**config.mk**
```make
export PLATFORM = sky130hd
export DESIGN_NAME = mayur_wallace_pipe
export DESIGN_NICKNAME = d
export VERILOG_FILES = /design/src/rtl/mayur_wallace_pkg.sv /design/src/rtl/mayur_wallace_csa_level.sv /design/src/rtl/mayur_wallace_pipe.sv
export SDC_FILE = /design/constraint.sdc
export NUM_CORES = 1
export LEC_CHECK = 0
export CORE_UTILIZATION = 54
export CTS_CLUSTER_DIAMETER = 150
export DETAILED_ROUTE_END_ITERATION = 10
export PLACE_DENSITY = 0.74
export SYNTH_ARGS = -nofsm -noshare
export SYNTH_HDL_FRONTEND = slang
export SYNTH_SLANG_ARGS = --single-unit
```
**constraint.sdc**
```tcl
create_clock -name Clk -period 3.4 [get_ports Clk]
set_input_delay 0.51 -clock Clk [delete_from_list [all_inputs] [get_ports Clk]]
set_output_delay 0.51 -clock Clk [all_outputs]
set_load 0.005 [all_outputs]
```
**src/rtl/mayur_wallace_pkg.sv**
```systemverilog
// Shared helpers for the pipelined Wallace-tree multiplier: reduction-depth arithmetic
// and the default product width.
package mayur_wallace_pkg;

  localparam int WIDTH_DEFAULT = 8;
  localparam int PROD_W        = 2 * WIDTH_DEFAULT;

  function automatic int clog2(input int value);
    int r;
    r = 0;
    while ((1 << r) < value) r++;
    return r;
  endfunction

  // One 3:2 level turns every full group of three rows into two; leftovers pass through.
  function automatic int rows_after_level(input int rows);
    return 2 * (rows / 3) + (rows % 3);
  endfunction

  function automatic int rows_at_level(input int rows, input int level);
    int r;
    r = rows;
    for (int i = 0; i < level; i++) r = rows_after_level(r);
    return r;
  endfunction

  function automatic int wallace_levels(input int rows);
    int r;
    int n;
    r = rows;
    n = 0;
    while (r > 2) begin
      r = rows_after_level(r);
      n++;
    end
    return n;
  endfunction

  function automatic int prod_width(input int width);
    return 2 * width;
  endfunction

endpackage

```
**src/rtl/mayur_wallace_csa_level.sv**
```systemverilog
// One combinational Wallace reduction level: groups of three rows go through carry-save
// full adders (sum row + shifted carry row); remaining rows pass straight through.
module mayur_wallace_csa_level #(
  parameter int ROWS_IN  = 3,
  parameter int ROWS_OUT = 2,
  parameter int ROW_W    = 16
) (
  input  logic [ROWS_IN-1:0][ROW_W-1:0]  rows_in,
  output logic [ROWS_OUT-1:0][ROW_W-1:0] rows_out
);

  localparam int GROUPS = ROWS_IN / 3;
  localparam int SPARE  = ROWS_IN % 3;

  for (genvar g = 0; g < GROUPS; g++) begin : g_fa
    assign rows_out[2*g]   = rows_in[3*g] ^ rows_in[3*g+1] ^ rows_in[3*g+2];
    // Carry out of column k lands in column k+1; the top carry is dropped (mod 2^ROW_W).
    assign rows_out[2*g+1] = ((rows_in[3*g] & rows_in[3*g+1]) |
                              (rows_in[3*g] & rows_in[3*g+2]) |
                              (rows_in[3*g+1] & rows_in[3*g+2])) << 1;
  end

  for (genvar s = 0; s < SPARE; s++) begin : g_pass
    assign rows_out[2*GROUPS+s] = rows_in[3*GROUPS+s];
  end

endmodule

```
**src/rtl/mayur_wallace_pipe.sv**
```systemverilog
// Three-stage WIDTH x WIDTH Wallace multiplier with valid/ready on both sides.
// Optional macro WALLACE_PIPE_MAC_EN adds Data_in_Acc (accumulate into previous product).
module mayur_wallace_pipe
  import mayur_wallace_pkg::*;
#(
  parameter int WIDTH = 8,
  parameter int TAG_W = 4
) (
  input  logic               Clk,
  input  logic               Rst_n,
  input  logic               Data_in_Valid,
  output logic               Data_in_Ready,
  input  logic [WIDTH-1:0]   Data_in_A,
  input  logic [WIDTH-1:0]   Data_in_B,
  input  logic               Data_in_Signed,
  input  logic [TAG_W-1:0]   Data_in_Tag,
`ifdef WALLACE_PIPE_MAC_EN
  input  logic               Data_in_Acc,
`endif
  output logic               Data_out_Valid,
  input  logic               Data_out_Ready,
  output logic [2*WIDTH-1:0] Data_out_Prod,
  output logic [TAG_W-1:0]   Data_out_Tag
);

  localparam int N      = WIDTH + 1;
  localparam int PW     = prod_width(WIDTH);
  localparam int NROWS  = N + 1;
  localparam int LEVELS = wallace_levels(NROWS);

  logic v1, v2, v3;
  logic ready2, ready3;

  assign ready3         = !v3 || Data_out_Ready;
  assign ready2         = !v2 || ready3;
  assign Data_in_Ready  = !v1 || ready2;
  assign Data_out_Valid = v3;

  logic [WIDTH:0]           a_ext, b_ext;
  logic [N-1:0][N-1:0]      pp_d, pp_q;
  logic [TAG_W-1:0]         tag1, tag2, tag3;
  logic [NROWS-1:0][PW-1:0] rows0;
  logic [PW-1:0]            red_a, red_b, row_a_q, row_b_q;
  logic [PW-1:0]            s3_sum, s3_d, prod_q;
  logic                     unused_pp_msb;

  // Unsigned operands get a zero top bit, so one signed partial-product scheme covers both modes.
  assign a_ext = {Data_in_Signed & Data_in_A[WIDTH-1], Data_in_A};
  assign b_ext = {Data_in_Signed & Data_in_B[WIDTH-1], Data_in_B};

  always_comb begin
    pp_d = '0;
    for (int i = 0; i < N; i++)
      for (int j = 0; j < N; j++)
        pp_d[i][j] = a_ext[j] & b_ext[i];
  end

  // Baugh-Wooley rows: sign-row cross terms inverted, plus a constant 2^(WIDTH+1).
  // The sign*sign term sits at weight 2^(2*WIDTH) and falls outside the product.
  for (genvar i = 0; i < N; i++) begin : g_row
    for (genvar p = 0; p < PW; p++) begin : g_bit
      if (p >= i && p - i < N) begin : g_pp
        localparam bit INV = (i == N - 1) != (p - i == N - 1);
        assign rows0[i][p] = pp_q[i][p-i] ^ INV;
      end else begin : g_zero
        assign rows0[i][p] = 1'b0;
      end
    end
  end
  assign rows0[N]      = {{(PW-WIDTH-2){1'b0}}, 1'b1, {(WIDTH+1){1'b0}}};
  assign unused_pp_msb = pp_q[N-1][N-1];

  for (genvar l = 0; l < LEVELS; l++) begin : g_lvl
    localparam int RI = rows_at_level(NROWS, l);
    localparam int RO = rows_at_level(NROWS, l + 1);
    logic [RI-1:0][PW-1:0] rows_i;
    logic [RO-1:0][PW-1:0] rows_o;
    if (l == 0) begin : g_first
      assign rows_i = rows0;
    end else begin : g_next
      assign rows_i = g_lvl[l-1].rows_o;
    end
    mayur_wallace_csa_level #(
      .ROWS_IN (RI),
      .ROWS_OUT(RO),
      .ROW_W   (PW)
    ) u_level (
      .rows_in (rows_i),
      .rows_out(rows_o)
    );
  end

  assign red_a  = g_lvl[LEVELS-1].rows_o[0];
  assign red_b  = g_lvl[LEVELS-1].rows_o[1];
  assign s3_sum = row_a_q + row_b_q;

`ifdef WALLACE_PIPE_MAC_EN
  logic acc1, acc2;
  assign s3_d = acc2 ? (s3_sum + prod_q) : s3_sum;
`else
  assign s3_d = s3_sum;
`endif

  always_ff @(posedge Clk or negedge Rst_n) begin
    if (!Rst_n) begin
      v1      <= 1'b0;
      v2      <= 1'b0;
      v3      <= 1'b0;
      pp_q    <= '0;
      tag1    <= '0;
      tag2    <= '0;
      tag3    <= '0;
      row_a_q <= '0;
      row_b_q <= '0;
      prod_q  <= '0;
`ifdef WALLACE_PIPE_MAC_EN
      acc1    <= 1'b0;
      acc2    <= 1'b0;
`endif
    end else begin
      if (Data_in_Ready) v1 <= Data_in_Valid;
      if (ready2)        v2 <= v1;
      if (ready3)        v3 <= v2;
      if (Data_in_Valid && Data_in_Ready) begin
        pp_q <= pp_d;
        tag1 <= Data_in_Tag;
`ifdef WALLACE_PIPE_MAC_EN
        acc1 <= Data_in_Acc;
`endif
      end
      if (v1 && ready2) begin
        row_a_q <= red_a;
        row_b_q <= red_b;
        tag2    <= tag1;
`ifdef WALLACE_PIPE_MAC_EN
        acc2    <= acc1;
`endif
      end
      if (v2 && ready3) begin
        prod_q <= s3_d;
        tag3   <= tag2;
      end
    end
  end

  assign Data_out_Prod = prod_q;
  assign Data_out_Tag  = tag3;

endmodule
```
# Word-level counts from Yosys, hierarchy flattened
# Index checks and enable logic that the tools add are counted.
# word_totals
input_bits	25
reg_bits	142
output_inout_bits	22
# op_classes
n_bitwise	152
add_sub_neg	1
reduce_logical	9
# ops
operator	n
15-bit AND	16
15-bit OR	12
16-bit XOR	10
1-bit AND	82
15-bit by 10-bit OR with 15-bit output	2
1-bit NOT	17
16-bit adder	1
15-bit by 16-bit XOR with 16-bit output	1
15-bit by 11-bit OR with 15-bit output	1
15-bit by 14-bit OR with 15-bit output	1
12-bit by 14-bit AND with 14-bit output	1
13-bit by 14-bit AND with 14-bit output	1
13-bit by 14-bit XOR with 14-bit output	1
12-bit by 13-bit AND with 13-bit output	1
12-bit by 13-bit XOR with 13-bit output	1
10-bit by 11-bit AND with 11-bit output	1
9-bit by 11-bit AND with 11-bit output	1
10-bit by 11-bit XOR with 11-bit output	1
9-bit by 10-bit AND with 10-bit output	1
9-bit by 10-bit XOR with 10-bit output	1
1-bit logical AND	3
1-bit logical NOT	3
1-bit logical OR	3

# Longest topological paths before layout
# logic_depth
word_depth	16
depth_mapped	11
ltp_nobuf	11

# By module
# A second synthesis with hierarchy kept.
# unflattened
hier_cells	856
hier_area_um2	9638.0
# by_module_without_submodules
mod	cells_each	seq_area_each_um2	area_per_inst_um2	n_inst
mayur_wallace_pipe	635	3578.4	6366.1	1
mayur_wallace_csa_level (g_lvl[0].u_level)	68	0.0	1118.6	1
mayur_wallace_csa_level (g_lvl[1].u_level)	51	0.0	787.0	1
mayur_wallace_csa_level (g_lvl[2].u_level)	50	0.0	575.6	1
mayur_wallace_csa_level (g_lvl[3].u_level)	34	0.0	455.4	1
mayur_wallace_csa_level (g_lvl[4].u_level)	18	0.0	335.3	1

# Worst setup path after synthesis
# OpenSTA, ideal clock, no wires.
# synth_path
kind	reg-to-reg
start	register pp_q[72] (netlist bit)
end	register row_a_q[8]
arrival_time_ns	3.008
setup_slack_ns	0.265
path_buffers	0
path_stages_with_launch	10
setup_time_ns	0.128
cell_sequence	dfrtp_1 -> fa_1 -> fa_1 -> inv_1 -> fa_1 -> inv_1 -> fa_1 -> inv_1 -> ha_1 -> mux2_1
# synth_lines
item	line	text
start, declared	mayur_wallace_pipe.sv:40	logic [N-1:0][N-1:0] pp_d, pp_q;
start signal, assigned	mayur_wallace_pipe.sv:125	pp_q <= pp_d;
end signal, assigned	mayur_wallace_pipe.sv:132	row_a_q <= red_a;
end, declared	mayur_wallace_pipe.sv:43	logic [PW-1:0] red_a, red_b, row_a_q, row_b_q;

==> metrics <==
Unique masters post-synth=39; synthesized flop and latch total=~140; switch share=0.324; row cnt=42; setup ws final=approximately 0.16 ns; largest net degree at the start of global routing=64; area occupied by multi-input gates=3340 um2; antenna violations before repair=0; pwr dens=754 nW/um2; DRT iter0 DRCs=between 200 and 300; RePlAce Congestion=0.780; Ys Warns=0; cell count after synthesis=696; P&R area growth vs syn=15.8%; filler cell count=between 1,000 and 1,500; storage element area=3430 um2; Req. time, crit path=approximately 3.7 ns; num ports=47; Hold Fails Final Rpt=0; vias in the first global route=5,186; Die ar.=between 10,000 and 15,000 um2; Min Clock Period, post-route=3.24 ns; Int Pwr=4.35 mW; number of vias per cell=5.32; Util after Layout=0.642; EDFF count, synth=0; sequential area share after synthesis=0.465; layout cells sized above 1=0.0622; diode count=0; synthesized area per cell=10.6 um2; clock power share=0.287; clock skew=0.00757 ns; Setup-failing EPs final=0; CTS H-tree lvls=4; Buffers on Ports=46; Syn Std Cell Area=7370 um2; fmax=309 MHz; Clock Latency Late Sink=0.42 ns; Hold Buf Count CTS=0; max-slew violation count=0; Tot Pwr=6.43 mW; pre-CTS WS=0.130 ns; max-cap violations=0; Placed Area=7930 um2; Worst setup SP type=register; first-pass GRT wire length=25,000 um; CTS Root Cell=clkbuf_16; Avg WL per Cell=15.8 um; Arr. time, crit path=3.54 ns; Pre-antenna DRT Iters=4; Async S/R FF share, synth=1.00; Initial Util=0.554; commonest non-fill, non-tap cell in the layout=dfrtp_1; Synth Net Count=approximately 810; Tightest Hold Check Type=input pin to async pin; Worst VDD drop=0.000367 V; fin nets=about 840; Leak=4.08 nW; crit end category=register; ANT nets after route=0; All-Layer GR Usage=0.233; Final period util=0.953; Gate power share=0.369; total negative slack=0 ns; CTS tree=yes; die width=119 um; Final Cell Area=8530 um2; post-CTS resize count=0; register share of total power=0.344; drt total wl=between 10,000 and 15,000 um; Num CTS Buffers=17; CP Class=register to register; core box area=between 10,000 and 15,000 um2; Post-synth top flop=dfrtp_1; Slew HR=0.554; Clock transition at path regs=roughly 0.050 ns; outcome=completed; most frequent cells in the layout=137 x dfrtp_1, 106 x inv_1, 99 x nand2_1, 84 x o21ai_1, 51 x fa_1; Die Ht=119 um; drt drc=0; actual slew at the worst max-slew pin=0.667 ns; Clock Tree Buf Depth=2; Clock Sinks=137; Via Count=4,865; DP HPWL=between 10,000 and 15,000 um; sw power=2.09 mW; worst-path fanout max=2; unrepaired setup endpoints after global routing=false; grt ovf=0; post-CTS setup buffer count=0
worst max-delay path, cell delays in order, from the launching register on:
cell and delay [ns]:
dfrtp_1 0.40, fa_1 0.51, fa_1 0.52, inv_1 0.05, fa_1 0.52, inv_1 0.05, fa_1 0.48, inv_1 0.05
ha_1 0.26, mux2_1 0.28
cells by family after synthesis:
| group | share of synthesized area |
|---|---|
| AOI/OAI and AO/OA | 0.0807 |
| xor gates and xnor gates | 0.0107 |
| adders and majority gates | 0.198 |
| buffers and inverters | 0.0810 |
| DFF | 0.465 |
| muxes | 0.0642 |
| and+or+nand+nor | 0.100 |
routing by layer:
layer / part of all wire / vias up / track usage
li1: - / 2299 / -
met1: 0.41 / 2425 / 0.291
met2: 0.52 / 113 / 0.391
met3: 0.048 / 28 / 0.0580
met4: 0.021 / 0 / 0.0878
met5: 0 / - / 0
per-stage QoR:
stage	std cells	hold slack, ns
final	915	0.106
after global routing	915	0.154
after CTS	915	0.120
after detailed placement	883	0.475
after global placement	883	0.462
after floorplan	696	0.214
cell usage after synthesis, types with 4 or more instances:
cell type	instances	share of area
dfrtp_1	137	0.47
inv_1	106	0.054
nand2_1	99	0.050
o21ai_1	84	0.057
fa_1	51	0.14
mux2_1	39	0.060
nand3_1	38	0.026
ha_1	35	0.059
buf_1	14	0.0071
clkbuf_1	13	0.0066
buf_2	12	0.0082
nand4_1	8	0.0068
o21ai_0	7	0.0048
xor2_1	5	0.0059
a21oi_1	4	0.0027
nand2b_1	4	0.0034
xnor2_1	4	0.0048
final cells by class:
cell class / instances / area share
Inverter: 107 / 0.0471
Sequential cell: 137 / 0.402
Multi-Input combinational cell: 410 / 0.392
Timing Repair Buffer: 53 / 0.0628
Clock buffer: 25 / 0.0604
Tap cell: 176 / 0.0258
Clock inverter: 7 / 0.0103
path summary, 6_finish.rpt:
| check | from | endpoint | slack, ns | cells after the start |
|---|---|---|---|---|
| setup / recovery | pp_q[72] | row_a_q[8] | 0.16 | 9 |
| hold / removal | Rst_n | row_b_q[6] | 0.11 | 1 |
| setup reg to reg | pp_q[72] | row_a_q[8] | 0.16 | 9 |
| hold reg to reg | Data_out_Prod[10] | Data_out_Prod[10] | 0.48 | 1 |
| max in group asynchronous | Rst_n | tag2[3] | 2.48 | 2 |
| min in group Clk | Data_out_Prod[10] | Data_out_Prod[10] | 0.48 | 1 |
flip-flops by register name (all words and copies together) (netlist names):
register,cells
Data_out_Prod,16
Data_out_Tag,4
pp_q,16
Data_out_Valid,1
row_b_q,10
g_lvl.rows_i,64
v2,1
tag1,4
tag2,4
v1,1
row_a_q,16
power by group through the flow:
stage / Sequential (mW) / Combinational, mW / Clock, mW
floorplan: 2.19 / 1.64 / 0
CTS: 2.22 / 2.43 / 1.87
finish: 2.21 / 2.37 / 1.85
global placement: 2.22 / 2.29 / 0
detailed placement: 2.25 / 2.40 / 0
global route: 2.26 / 2.78 / 1.95
Note: power is estimated with default switching activity, not from simulation.
